$ cat config.mk
export PLATFORM = sky130hd
export DESIGN_NAME = imem_loader
export DESIGN_NICKNAME = d
export VERILOG_FILES = /design/src/rtl/imem_loader_pkg.sv /design/src/rtl/imem_loader_packer.sv /design/src/rtl/imem_loader.sv
export SDC_FILE = /design/constraint.sdc
export NUM_CORES = 1
export LEC_CHECK = 0
export CAP_MARGIN = 0
export CORE_ASPECT_RATIO = 1.2
export CORE_MARGIN = 2
export CORE_UTILIZATION = 54
export DETAILED_ROUTE_END_ITERATION = 12
export PLACE_DENSITY_LB_ADDON = 0.25
export SYNTH_ARGS = -nofsm -noshare
export SYNTH_HDL_FRONTEND = slang
export SYNTH_SLANG_ARGS = --single-unit
$ cat constraint.sdc
create_clock -name clk_in -period 3.7 [get_ports clk_in]
set_input_delay 0.925 -clock clk_in [delete_from_list [all_inputs] [get_ports clk_in]]
set_output_delay 0.925 -clock clk_in [all_outputs]
set_load 0.03 [all_outputs]
$ cat src/rtl/imem_loader_pkg.sv
// Shared types and constants for the boot-time instruction memory loader.
package imem_pkg;

  localparam int WORD_BYTES    = 4;
  localparam int WORD_SIZE_POW = 2;
  localparam int CNT_W         = $clog2(WORD_BYTES);

  typedef enum logic [2:0] {
    IDLE,
    RECV,
    WRITE,
    DONE,
    ERR
  } imem_ld_state_t;

endpackage

$ cat src/rtl/imem_loader_packer.sv
// Assembles a little-endian byte stream into 32-bit words; first byte lands in the LSB.
module byte_to_word_packer
  import imem_pkg::*;
(
  input  logic        clk_in,
  input  logic        rst_n_in,
  input  logic        clear_i,
  input  logic        fire_i,
  input  logic [7:0]  byte_i,
  output logic [31:0] word_o,
  output logic        word_valid_o
);

  logic [CNT_W-1:0] cnt_q, cnt_d;
  logic [31:0]      shift_q, shift_d;

  // NOTE: every always_comb output gets a default first, otherwise a latch is inferred.
  always_comb begin
    cnt_d        = cnt_q;
    shift_d      = shift_q;
    word_valid_o = 1'b0;
    if (clear_i) begin
      cnt_d   = '0;
      shift_d = '0;
    end else if (fire_i) begin
      shift_d[{cnt_q, 3'b000} +: 8] = byte_i;
      cnt_d        = cnt_q + CNT_W'(1);
      word_valid_o = (cnt_q == CNT_W'(WORD_BYTES - 1));
    end
  end

  // word_o includes the byte being accepted this cycle so the loader can latch a full word.
  assign word_o = shift_d;

  // NOTE: sequential state uses non-blocking assignments only.
  always_ff @(posedge clk_in or negedge rst_n_in) begin
    if (!rst_n_in) begin
      cnt_q   <= '0;
      shift_q <= '0;
    end else begin
      cnt_q   <= cnt_d;
      shift_q <= shift_d;
    end
  end

endmodule

$ cat src/rtl/imem_loader.sv
// Boot loader: streams bytes into consecutive instruction memory words and holds the
// core in reset until a load completes.
module imem_loader
  import imem_pkg::*;
#(
  parameter int ADDR_WIDTH_POW = 6,
  parameter int ADDR_WIDTH     = 1 << ADDR_WIDTH_POW,
  parameter int MEM_DEPTH_POW  = 10,
  parameter int MEM_DEPTH      = 1 << MEM_DEPTH_POW
) (
  input  logic                    clk_in,
  input  logic                    rst_n_in,
  input  logic                    start_in,
  input  logic [ADDR_WIDTH-1:0]   base_addr_in,
  input  logic [MEM_DEPTH_POW:0]  len_words_in,
  input  logic                    abort_in,
  input  logic                    byte_valid_in,
  input  logic [7:0]              byte_data_in,
  output logic                    byte_ready_out,
  output logic                    wr_en_out,
  output logic [ADDR_WIDTH-1:0]   wr_addr_out,
  output logic [31:0]             wr_data_out,
  output logic                    busy_out,
  output logic                    done_out,
  output logic                    error_out,
  output logic                    cpu_hold_out
);

  imem_ld_state_t          state_q, state_d;
  logic [ADDR_WIDTH-1:0]   base_q, base_d;
  logic [ADDR_WIDTH-1:0]   wr_addr_q, wr_addr_d;
  logic [31:0]             wr_data_q, wr_data_d;
  logic [MEM_DEPTH_POW:0]  len_q, len_d;
  logic [MEM_DEPTH_POW:0]  idx_q, idx_d;
  logic [MEM_DEPTH_POW:0]  idx_inc;
  logic [ADDR_WIDTH:0]     end_word;

  logic        start_ok;
  logic        abort_ok;
  logic        range_bad;
  logic        pk_fire;
  logic        pk_clear;
  logic        pk_word_valid;
  logic [31:0] pk_word;

  assign busy_out       = (state_q == RECV) || (state_q == WRITE);
  assign byte_ready_out = (state_q == RECV);
  assign wr_en_out      = (state_q == WRITE);
  assign done_out       = (state_q == DONE);
  assign error_out      = (state_q == ERR);
  assign cpu_hold_out   = (state_q != DONE);
  assign wr_addr_out    = wr_addr_q;
  assign wr_data_out    = wr_data_q;

  assign start_ok = start_in && !busy_out;
  assign abort_ok = abort_in && busy_out;
  assign pk_fire  = byte_valid_in && byte_ready_out;
  assign pk_clear = start_ok || abort_ok;
  assign idx_inc  = idx_q + 1'b1;

  // One extra bit so a base near the top of the address space cannot wrap past the check.
  assign end_word  = (ADDR_WIDTH+1)'(base_addr_in >> WORD_SIZE_POW)
                   + (ADDR_WIDTH+1)'(len_words_in);
  assign range_bad = (base_addr_in[WORD_SIZE_POW-1:0] != '0)
                  || (end_word > (ADDR_WIDTH+1)'(MEM_DEPTH));

  byte_to_word_packer u_packer (
    .clk_in       (clk_in),
    .rst_n_in     (rst_n_in),
    .clear_i      (pk_clear),
    .fire_i       (pk_fire),
    .byte_i       (byte_data_in),
    .word_o       (pk_word),
    .word_valid_o (pk_word_valid)
  );

  always_comb begin
    state_d   = state_q;
    base_d    = base_q;
    len_d     = len_q;
    idx_d     = idx_q;
    wr_addr_d = wr_addr_q;
    wr_data_d = wr_data_q;
    unique case (state_q)
      IDLE, DONE, ERR: begin
        if (start_ok) begin
          if (range_bad) begin
            state_d = ERR;
          end else if (len_words_in == '0) begin
            state_d = DONE;
          end else begin
            base_d  = base_addr_in;
            len_d   = len_words_in;
            idx_d   = '0;
            state_d = RECV;
          end
        end
      end
      RECV: begin
        if (abort_in) begin
          state_d = ERR;
        end else if (pk_word_valid) begin
          // Address and data are registered on entry to WRITE and held afterwards.
          wr_addr_d = base_q + (ADDR_WIDTH'(idx_q) << WORD_SIZE_POW);
          wr_data_d = pk_word;
          state_d   = WRITE;
        end
      end
      WRITE: begin
        if (abort_in) begin
          state_d = ERR;
        end else begin
          idx_d   = idx_inc;
          state_d = (idx_inc == len_q) ? DONE : RECV;
        end
      end
      default: state_d = IDLE;
    endcase
  end

  always_ff @(posedge clk_in or negedge rst_n_in) begin
    if (!rst_n_in) begin
      state_q   <= IDLE;
      base_q    <= '0;
      len_q     <= '0;
      idx_q     <= '0;
      wr_addr_q <= '0;
      wr_data_q <= '0;
    end else begin
      state_q   <= state_d;
      base_q    <= base_d;
      len_q     <= len_d;
      idx_q     <= idx_d;
      wr_addr_q <= wr_addr_d;
      wr_data_q <= wr_data_d;
    end
  end

endmodule

# Word-level counts from Yosys, hierarchy flattened
# Index checks and enable logic that the tools add are counted.
dict set report totals {
  reg_bits 219
  in_bits 88
  out_inout_bits 102
  wordCells 68
}
dict set report op_classes {
  add_sub_neg 5
  order_cmp 1
  n_eq_ne 12
  shifts 2
  mux 20
  bitwise 3
  n_reduce_logical 17
}
# op n
set ops {}
lappend ops {{adder 64 x 13 -> 64 bit} 1}
lappend ops {{two-way mux 32 bit} 2}
lappend ops {{adder 62 x 11 -> 63 bit} 1}
lappend ops {{> comparator 63 x 11 -> 1 bit (second input constant)} 1}
lappend ops {{two-way mux 11 bit} 4}
lappend ops {{bitwise mux 32 bit} 1}
lappend ops {{variable shift 8 x 7 -> 32 bit (first input constant)} 1}
lappend ops {{variable part select 8 x 7 -> 32 bit} 1}
lappend ops {{case mux 11 bit (2 select lines)} 1}
lappend ops {{two-way mux 3 bit} 5}
lappend ops {{adder 11 x 1 -> 11 bit (second input constant)} 1}
lappend ops {{equality test 11 bit} 1}
lappend ops {{zero test 11 bit} 1}
lappend ops {{case mux 3 bit (3 select lines)} 1}
lappend ops {{two-way mux 2 bit} 4}
lappend ops {{inequality test 2 bit (second input constant)} 4}
lappend ops {{negator 5 -> 7 bit} 1}
lappend ops {{equality test 3 x 2 -> 1 bit (second input constant)} 2}
lappend ops {{inequality test 3 x 2 -> 1 bit (second input constant)} 2}
lappend ops {{nonzero test 2 bit} 3}
lappend ops {{AND reduction 5 bit} 1}
lappend ops {{AND reduction 4 bit} 1}
lappend ops {{equality test 3 x 1 -> 1 bit (second input constant)} 1}
lappend ops {{equality test 3 bit (second input constant)} 1}
lappend ops {{11 further kinds} 18}

# Longest topological paths before layout
dict set report logic_depth {
  ltp_word 9
  depth_mapped 17
  ltp_nobuf 14
}

# Hierarchy
# A second synthesis with hierarchy kept.
dict set report hier_totals {
  hier_cells 1224
  area_unflattened_um2 12134.1
}
# mod n_inst cells_per_inst area_each_um2 seq_area_each_um2
set modules_own_cells {}
lappend modules_own_cells {imem_loader 1 1111 10552.6 4629.4}
lappend modules_own_cells {byte_to_word_packer 1 113 1581.5 850.8}

# Worst setup path after synthesis
# OpenSTA, ideal clock, no wires.
dict set report synth_timing {
  path_kind {input port to flip-flop}
  startpoint {input base_addr_in[2]}
  endpoint {register len_q[7]}
  setup_time_ns 0.128
  t_arrival_ns 4.458
  required_ns 3.572
  setup_slack_ns -0.886
  cell_stages 15
  path_buffers 2
  cell_sequence {ha_1 inv_1 fa_1 nand2b_1 a211oi_4 o21ai_2 and2_0 buf_2 or4_1 a221oi_1 nand4_1 or4_4 nor3_4 buf_2 mux2_1}
}
dict set report synth_via {
  elab_chain_len 5
}
# element line_no
set synth_lines {}
lappend synth_lines {{from (decl)} imem_loader.sv:14} ;# input logic [ADDR_WIDTH-1:0] base_addr_in,
lappend synth_lines {{adder 62 x 11 -> 63 bit} imem_loader.sv:63} ;# + (ADDR_WIDTH+1)'(len_words_in);
lappend synth_lines {{> comparator 63 x 11 -> 1 bit} imem_loader.sv:65} ;# || (end_word > (ADDR_WIDTH+1)'(MEM_DEPTH));
lappend synth_lines {{logical OR 1 bit} imem_loader.sv:65}
lappend synth_lines {{NOT 1 bit (no source line)} -}
lappend synth_lines {{AND reduction 4 bit (no source line)} -}
lappend synth_lines {{to (signal assigned)} imem_loader.sv:132} ;# len_q <= len_d;
lappend synth_lines {{to (decl)} imem_loader.sv:33} ;# logic [MEM_DEPTH_POW:0] len_q, len_d;
# No other way between the ends.
# A chain may end at the register's enable or synchronous reset.

# Worst setup path in the final report
dict set report layout_timing {
  startpoint {input base_addr_in[14]}
  endpoint {register base_q[6]}
}
dict set report layout_via {
  elab_chain_len 5
}
# element line_no
set layout_lines {}
lappend layout_lines {{adder 62 x 11 -> 63 bit} imem_loader.sv:63}
lappend layout_lines {{> comparator 63 x 11 -> 1 bit} imem_loader.sv:65}
lappend layout_lines {{logical OR 1 bit} imem_loader.sv:65}
lappend layout_lines {{NOT 1 bit (no source line)} -}
lappend layout_lines {{AND reduction 4 bit (no source line)} -}
lappend layout_lines {{to (signal assigned)} imem_loader.sv:131} ;# base_q <= base_d;
lappend layout_lines {{to (decl)} imem_loader.sv:30} ;# logic [ADDR_WIDTH-1:0] base_q, base_d;
# No other way between the ends.

==> results summary <==
The switching share of power is 0.248. In this run the horizontal extent of the chip is 139 um. The flip-flop and latch count after synthesis is 211. For this run, the total global-route usage over all layers was measured as 0.303. Setup violations remaining at the end of the flow were counted as 89. The tree is rooted in a clkbuf_16. For this design the total switching power over the nets is around 1.2 mW. For this configuration, the core starts out at a cell density of 0.550. The first global-routing pass estimated roughly 58 mm of wire. The share of the Yosys chip area taken by registers is 0.444.

The library cells used most frequently in the layout, excluding fill and tap cells, are buf_4 (232), dfrtp_1 (211), nand2_1 (200). The signal on the critical path passes through clkdlybuf4s50_1 -> buf_4 -> nand4_1 -> o21ai_1 -> nor2_2 -> buf_4 -> buf_4 -> a21oi_1 -> xnor2_1 -> o2111a_1 -> nand4_1 -> or4_4 -> nor3_4 -> buf_12 -> clkbuf_16 -> mux2_4. TritonCTS built the clock tree. The ratio of final minimum period to clock period is 1.13. Synthesis handed over a netlist of 1317 instances. The placeable core region came out at about 22000 um2. The type of the worst min-delay path is register to register. In this run the worst path has a maximum fanout of 6. Yosys attributes the largest share of cell area to dfrtp_1 (44%), nand2_1 (6.4%), o21ai_0 (4.6%), xnor2_1 (3.9%), xor2_1 (3.1%).

Clock-pin slew was measured on the worst setup and hold paths at 0.06 ns. Entering global routing, the biggest net connects between 80 and 90 pins. In this run the remaining antenna-violating nets after routing total 0. In this run the tightest slew margin relative to its limit is 0.265. The count of warnings emitted by yosys is 0. The number of levels the H-tree was split into is 1. The combinational power share came out at 0.157. The count of hold-fix buffers inserted at cts is 0. Detailed routing inserted a total of about 12000 vias. The class of the most critical setup path is primary input to register.

The setup slack of the critical path after layout came out at -0.469 ns. The max-slew violation total from the final report is 0. After synthesis, the mean cell area works out to 9.03 um2.

Summing every instance area after synthesis gives approximately 12000 um2. The post-layout instance count excluding filler cells came out at between 2000 and 2500. The library cell used most frequently in the layout, excluding fill and tap cells, is buf_4. The count of input and output buffers is between 150 and 200. The share of flip-flops with an asynchronous set or reset came out at 1.00. In the final layout, the share of cells above drive strength 1 is 0.235. Using the TritonRoute via totals, the vias-per-cell ratio works out to roughly 5.8. On the critical path, the stage with the largest delay is an instance of or4_4. No sink is reached through more buffers than the 3 on the longest clock path. The biggest area contributor in the post-synthesis netlist is dfrtp_1. The clock insertion delay at the later pin of the skew report came out at 0.48 ns.

The number of clock buffers inserted by TritonCTS came out at 19. The number of nets handed over by synthesis was 1435. The count of endpoints failing hold in the final timing report is 0.

After the last flow step, the layout net total stands at ~1800. For the pin with the worst max-slew slack, the measured transition is 1.09 ns. The number of buffers and inverters on the critical path is 6. The number of global-route vias before repair was 11800. Static timing analysis puts the maximum clock frequency at around 240 MHz.

The post-detailed-route wirelength per cell is 17.9 um. Relative to the synthesized area, the layout overhead comes to 44.1%. The final critical-path required period came out at around 4.2 ns. VDD sags by at most between 0.3 and 0.4 mV. The first-iteration detailed-routing DRC count is between 600 and 700. The worst setup path is launched from a primary input. The count of inserted antenna diode cells came out at 0. The first-pass iteration count of the detailed router came out at 5. The part of the total power dissipated in sequential elements came out at 0.473.

The setup total negative slack is -34.73 ns. The height of the die came out at ~170 um. The final reports fail on negative setup slack. Clock tree synthesis found a total of ~210 sinks. The worst clock skew on the final layout is roughly 0.0062 ns. The share of total power dissipated in the clock network is 0.370. Counting tap cells, the placed design contains a total of 1949 instances.

The total wire length after detailed routing came out at roughly 36 mm. The area share of the largest cell type after synthesis came out at 0.444. The number of flops mapped to enable cells by yosys is 0. The area enclosed by the die boundary is 23200 um2. For this design the ratio of total power to cell area is 289 nW/um2.

The tool flagged a number of max-cap violations equal to 0. Routability-driven placement finished with a final weighted congestion of ~1. The family of cells with the greatest summed delay on the critical path is buffers and inverters. The leakage power summed over all cells is ~7.6 nW. The count of pins on the block boundary came out at 190. At the worst endpoint, the arrival time is between 4 and 5 ns. The cell seen most often among critical-path stages is buf_4. Setup repair after global routing could not meet its margin everywhere. The overall power consumption came out at 4.95 mW.

The initial antenna violation count came out at 0. The HPWL after detailed placement is ~27 mm. Timing analysis after detailed placement gives a worst setup slack of -1.52 ns. The internal power of the cells came out at 3.72 mW. The post-detailed-route DRC marker count came out at 0. The total grt overflow came out at 0.

The flow ran to the end, but the final reports show violations. The required arrival time at the worst endpoint is around 4.1 ns. The largest incremental delay on the critical path is between 0.4 and 0.5 ns. The floorplan has about 60 rows. The post-synthesis cell type count is between 70 and 80.

For this run, the leading register cell type out of synthesis is dfrtp_1. STA classifies the critical path endpoint as a register. The post-route worst hold slack came out at 0.477 ns.
synthesized netlist by cell type, types with 9 or more instances:
cell type,instances
a21oi_1,57
and2_1,9
and3_1,45
buf_2,13
clkbuf_1,34
dfrtp_1,211
ha_1,28
inv_1,40
mux2_1,11
mux2_2,16
mux2i_1,10
nand2_1,203
nand3_1,61
nand4_1,43
nor2_1,87
nor2b_1,49
nor3_1,24
nor4_1,20
o21ai_0,109
o31ai_1,13
or3_1,11
xnor2_1,53
xor2_1,42
routing by layer:
metal / share of wire / up-vias / global-route usage
met4: 0.040 / 0 / 0.134
met1: 0.38 / 5616 / 0.356
met3: 0.046 / 103 / 0.0285
met5: 0 / - / 0
li1: - / 5500 / -
met2: 0.53 / 373 / 0.559
metrics by stage:
stage               cell area, um2  utilization
floorplan                    12000            -
detailed placement           15800        0.730
CTS                          16900        0.782
global placement             15800        0.730
global route                 17100        0.792
finish                       17100        0.792
cell type report:
type	count	area (um2)
clock buffer	27	505
clock inverter	4	45.0
fill	1434	4490
inverter	40	150
multi-input combinational	1015	6850
sequential	211	5280
tap	274	343
timing repair buffer	440	3960
cells by family (layout without fill, tap and decap cells):
group	Yosys count	in the layout	share of synthesized area
flip-flops	211	211	0.444
buffers and inverters	91	511	0.0311
AND/OR/NAND/NOR	592	592	0.249
multiplexers	37	37	0.0340
AO/OA/AOI/OAI	261	261	0.139
adder cells (fa/ha/maj)	30	30	0.0328
XOR/XNOR	95	95	0.0700
path summary, 6_finish.rpt:
kind,startpoint,to,slack (ns),cells after the start
worst min-delay path,base_q[0],wr_addr_out[0],0.48,2
max in group asynchronous,rst_n_in,wr_addr_out[22],2.43,2
worst max register to register,idx_q[1],wr_addr_out[63],0.22,12
worst max-delay path,base_addr_in[14],base_q[6],-0.47,16
min in group asynchronous,rst_n_in,u_packer.shift_q[10],0.49,1
worst min register to register,base_q[0],wr_addr_out[0],0.48,2
sequential cells by signal (all words and copies together), names as in the netlist:
register / count
wr_data_out: 32
base_q: 64
u_packer.cnt_q: 2
wr_addr_out: 64
len_q: 11
u_packer.shift_q: 24
state_q: 3
idx_q: 11
worst min-delay path, stage by stage (launching register included):
cell and delay, ns:
dfrtp_1 0.34, nand2_1 0.05, nand2_1 0.05
power groups by stage:
stage	clock (mW)	sequential, mW	combinational [mW]
final	1.83	2.34	0.775
after global routing	1.95	2.34	0.835
after CTS	1.85	2.34	0.750
after detailed placement	0	2.38	0.692
after global placement	0	2.38	0.678
after floorplan	0	2.38	0.276
what timing repair did:
action,4_1_cts,5_1_grt
endpoints found under the setup margin,89,97
resized for setup,152,26
setup buffers,17,12
pin swaps,33,28
gates cloned,1,1
No activity file was read; power rests on OpenSTA's default activity.
